===== config.mk =====
export PLATFORM = sky130hd
export DESIGN_NAME = alu_share_arbiter
export DESIGN_NICKNAME = d
export VERILOG_FILES = /design/src/rtl/alu_share_arbiter.sv
export SDC_FILE = /design/constraint.sdc
export NUM_CORES = 1
export LEC_CHECK = 0
export BUFFER_PORTS_ARGS = -buffer_cell sky130_fd_sc_hd__buf_2
export CORE_AREA = 4 4 105 107
export DETAILED_ROUTE_END_ITERATION = 7
export DIE_AREA = 0 0 109 111
export HOLD_SLACK_MARGIN = 0.12
export PLACE_DENSITY_LB_ADDON = 0.3
export SYNTH_ARGS = -nofsm -noshare
export SYNTH_HDL_FRONTEND = slang
export SYNTH_SLANG_ARGS = --single-unit

===== constraint.sdc =====
create_clock -name clk -period 2.06 [get_ports clk]
set_input_delay 0.412 -clock clk [delete_from_list [all_inputs] [get_ports clk]]
set_output_delay 0.412 -clock clk [all_outputs]
set_load 0.02 [all_outputs]

===== src/rtl/alu_share_arbiter.sv =====
// Two-port arbiter in front of one combinational EX-stage ALU. The winning result
// is captured in a single-entry response register tagged with the winner's port id.
module alu_share_arbiter #(
  parameter int WIDTH        = 32,
  parameter bit FIXED_PRIO   = 1'b0,
  parameter int STARVE_LIMIT = 8
) (
  input  logic             clk,
  input  logic             rst_n,
  input  logic             req0_valid,
  output logic             req0_ready,
  input  logic [WIDTH-1:0] req0_a,
  input  logic [WIDTH-1:0] req0_b,
  input  logic [2:0]       req0_ctrl,
  input  logic             req1_valid,
  output logic             req1_ready,
  input  logic [WIDTH-1:0] req1_a,
  input  logic [WIDTH-1:0] req1_b,
  input  logic [2:0]       req1_ctrl,
  output logic [WIDTH-1:0] alu_a,
  output logic [WIDTH-1:0] alu_b,
  output logic [2:0]       alu_ctrl,
  input  logic [WIDTH-1:0] alu_result,
  input  logic             alu_zero,
  output logic             rsp_valid,
  input  logic             rsp_ready,
  output logic             rsp_id,
  output logic [WIDTH-1:0] rsp_data,
  output logic             rsp_zero,
  output logic             rsp_err
);
  localparam logic [7:0] STARVE_MAX = 8'(STARVE_LIMIT);

  logic       can_issue, pick1, gnt0, gnt1;
  logic       rr_ptr;
  logic [7:0] starve_cnt;

  // rst_n gates the grant so no ready escapes while reset is held
  assign can_issue = rst_n && (!rsp_valid || rsp_ready);
  assign pick1     = FIXED_PRIO ? (starve_cnt == STARVE_MAX) : rr_ptr;
  assign gnt1      = can_issue && req1_valid && (!req0_valid || pick1);
  assign gnt0      = can_issue && req0_valid && !gnt1;

  assign req0_ready = gnt0;
  assign req1_ready = gnt1;

  // Port 0 fields are the idle default; harmless since nothing is captured
  assign alu_a    = gnt1 ? req1_a    : req0_a;
  assign alu_b    = gnt1 ? req1_b    : req0_b;
  assign alu_ctrl = gnt1 ? req1_ctrl : req0_ctrl;

  always_ff @(posedge clk or negedge rst_n) begin
    if (!rst_n) begin
      rsp_valid  <= 1'b0;
      rsp_id     <= 1'b0;
      rsp_data   <= '0;
      rsp_zero   <= 1'b0;
      rsp_err    <= 1'b0;
      rr_ptr     <= 1'b0;
      starve_cnt <= '0;
    end else begin
      if (gnt0 || gnt1) begin
        rsp_valid <= 1'b1;
        rsp_id    <= gnt1;
        rsp_data  <= alu_result;
        rsp_zero  <= alu_zero;
        rsp_err   <= alu_ctrl inside {3'd3, 3'd4, 3'd5};
        rr_ptr    <= gnt0;
      end else if (rsp_ready) begin
        rsp_valid <= 1'b0;
      end
      if (!req1_valid || gnt1)
        starve_cnt <= '0;
      else if (starve_cnt != STARVE_MAX)
        starve_cnt <= starve_cnt + 8'd1;
    end
  end
endmodule


==> impl_metrics.env <==
export IMPL_status="finished, violations left"
export IMPL_violations="negative setup slack"
export IMPL_cp_endpoint="alu_a[17]"
export IMPL_fin_nets=629
export IMPL_cp_start_kind="flop"
export IMPL_numCtsBuffers=5
export IMPL_antenna_found_initial=2
export IMPL_die_h_um=111
export IMPL_clock_latency_ns=0.28
export IMPL_finalNonFillerCells=595
export IMPL_mostFrequentLayoutCell="buf_2"
export IMPL_tightest_slew_ns=0.450
export IMPL_initial_core_util=0.226
export IMPL_cts_max_path_buffers=2
export IMPL_num_rows=37
export IMPL_dp_cells=579
export IMPL_total_power_mw=2.69
export IMPL_cp_max_fo=10
export IMPL_dieArea_um2=12100
export IMPL_clkTransAtPathRegs_ns=0.08
export IMPL_finalHoldViolCount=0
export IMPL_r2r_start="rsp_valid$_DFFE_PN0P_"
export IMPL_cp_top_family="buffers and inverters"
export IMPL_coreArea_um2=10100
export IMPL_yosys_register_bits=37
export IMPL_rrSetupSlack_ns=0.55
export IMPL_place_congestion=0.902
export IMPL_r2r_cells=5
export IMPL_maxCapViolCount=0
export IMPL_drt_total_wl_um=10000
export IMPL_ys_flop_type="dfrtp_1"
export IMPL_cp_slowest_stage_delay_ns=0.41
export IMPL_grt_pass1_vias=2801
export IMPL_synth_cell_area_um2=2290
export IMPL_ctsRootBufferMaster="clkbuf_8"
export IMPL_r2r_end="rsp_data[18]$_DFFE_PN0P_"
export IMPL_yosysSeqAreaShare=0.404
export IMPL_crit_arrival_ns=1.76
export IMPL_dr_first_iter_drc_count=101
export IMPL_cp_end_kind="output port"
export IMPL_cts_sinks=37
export IMPL_synthArstFlopShare=1.00
export IMPL_synth_edf_count=0
export IMPL_synth_cell_types=19
export IMPL_yosysWarnings=0
export IMPL_postLayoutSetupSlackWorst_ns=-0.111
export IMPL_fillers=991
export IMPL_required_ns=1.65
export IMPL_fp_dieW_um=109
export IMPL_dr_pass1_iters=4
export IMPL_place_ws_ns=-0.0675
export IMPL_hpwl_um=8380
export IMPL_drt_vias_per_instance=4.33
export IMPL_overflow=0
export IMPL_tritoncts="yes"
export IMPL_cp_num_buf_inv=3
export IMPL_syn_nets=340
export IMPL_crit_type="flop to output port"
export IMPL_vias=2579
export IMPL_p_per_area_nw_per_um2=641
export IMPL_p_leak_nw=2.25
export IMPL_regArea_um2=926
export IMPL_port_buffers=276
export IMPL_peakVddDrop_mv=0.531
export IMPL_grtUsageTotal=0.152
export IMPL_relSlewSlack=0.700
export IMPL_drv_slew=0
export IMPL_yosys_area_top_type="dfrtp_1"
export IMPL_grt_max_degree=37
export IMPL_final_cell_mix="buf_2 (263), mux2_2 (67), dfrtp_1 (37)"
export IMPL_worstSetupPathDepth=5
export IMPL_crit_start="pick1$_DFFE_PN0P_"
export IMPL_drtAntennaViolNets=0
export IMPL_detail_route_wl_per_cell_um=16.9
export IMPL_slowest_stage="dfrtp_1"
export IMPL_timing_final_crit_share=1.05
export IMPL_htreeDepth=2
export IMPL_syn_area_per_cell_um2=13.6
export IMPL_skew_ns=0.00854
export IMPL_synthCells=168
export IMPL_fmax_mhz=461
export IMPL_min_period_ns=2.17
export IMPL_drive_gt1_frac=0.829
export IMPL_path_cells="o2111ai_4 > buf_8 > buf_12 > mux2_2 > buf_4"
export IMPL_ios=277
export IMPL_synth_top_area_share=0.404
export IMPL_syn_to_final_growth_pct=82.8
export IMPL_synth_area_leaders="dfrtp_1 (40%), mux2_2 (37%), mux2_1 (12%)"
export IMPL_rsz0062_at_grt="true"
export IMPL_grt_pass1_wl_um=14400
export IMPL_hp_class="input port to flop"
export IMPL_setup_viol=66
export IMPL_multi_input_area_um2=1310
export IMPL_drc=0
## cells by family after synthesis
kind of cell    after synthesis  share of synthesized area
mux                         101                      0.495
flops                        37                      0.404
buf+inv                      13                     0.0491
compound gates                9                     0.0338
simple gates                  8                     0.0180
## layer usage
metal  GRT usage  up-vias  routed length, um
met1       0.170     1211               3670
met3      0.0460       15               1160
li1            -     1193                  -
met4      0.0522        0                248
met5           0        -                  0
met2       0.268      160               4950
## area by class of cell
class,instances,area share
timing repair buffer,292,0.402
inverter,3,0.00269
multi-input combinational,118,0.311
clock buffer,6,0.0197
sequential,37,0.221
clock inverter,1,0.00179
antenna,2,0.00119
tap,136,0.0406
## how the worst min path moves through the flow
stage                   startpoint                        to  slack [ns]  cells past startpoint
finish               alu_result[7]   rsp_data[7]$_DFFE_PN0P_        0.34                      2
global route        alu_result[29]  rsp_data[29]$_DFFE_PN0P_        0.34                      2
CTS                  alu_result[7]   rsp_data[7]$_DFFE_PN0P_        0.33                      2
detailed placement           rst_n         pick1$_DFFE_PN0P_        0.36                      2
global placement             rst_n         pick1$_DFFE_PN0P_        0.35                      2
floorplan                    rst_n         pick1$_DFFE_PN0P_        0.12                      0
## where the power goes
group | leakage [nW] | internal (mW) | switching [mW] | total, mW
combinational | 1.78 | 0.596 | 0.653 | 1.25
clock | 0.0433 | 0.264 | 0.248 | 0.513
sequential | 0.434 | 0.860 | 0.0644 | 0.924
## metrics by stage
stage	hold slack (ns)	instance area [um2]	utilization	TNS [ns]
finish	0.338	4190	0.413	-4.94
CTS	0.334	4070	0.401	-7.16
floorplan	0.116	2290	-	0
global route	0.340	4190	0.413	-10.22
detailed placement	0.363	3840	0.379	-1.72
global placement	0.350	3840	0.379	-0.0446
## cell usage after synthesis, types with 2 or more instances
master   count
mux2_1      24
mux2_2      75
buf_6        7
a21oi_1      2
dfrtp_1     37
mux2i_1      2
inv_1        2
o21ai_0      2
nand2_1      5
buf_4        3
## worst register-to-register path: cells and delay by family (launching register included)
kind	cells	cell delay, ns
buffers and inverters	2	0.39
flip-flops	1	0.38
multiplexers	1	0.36
AO/OA/AOI/OAI	1	0.18
AND/OR/NAND/NOR	1	0.08
## sequential cells by signal, summed over array words and instances, names as in the netlist
name	cells
rsp_zero	1
rsp_id	1
rsp_valid	1
rsp_err	1
rsp_data	32
pick1	1
## what timing repair did
action / in CTS / in global routing
gates resized for setup: 15 / 29
pin swaps: 1 / 1
hold endpoints to repair: 1 / 0
hold buffers: 1 / 0
setup endpoints to repair: 66 / 67
buffers inserted: 3 / 0
cloned: 2 / 1
Note: power is estimated with default switching activity, not from simulation.
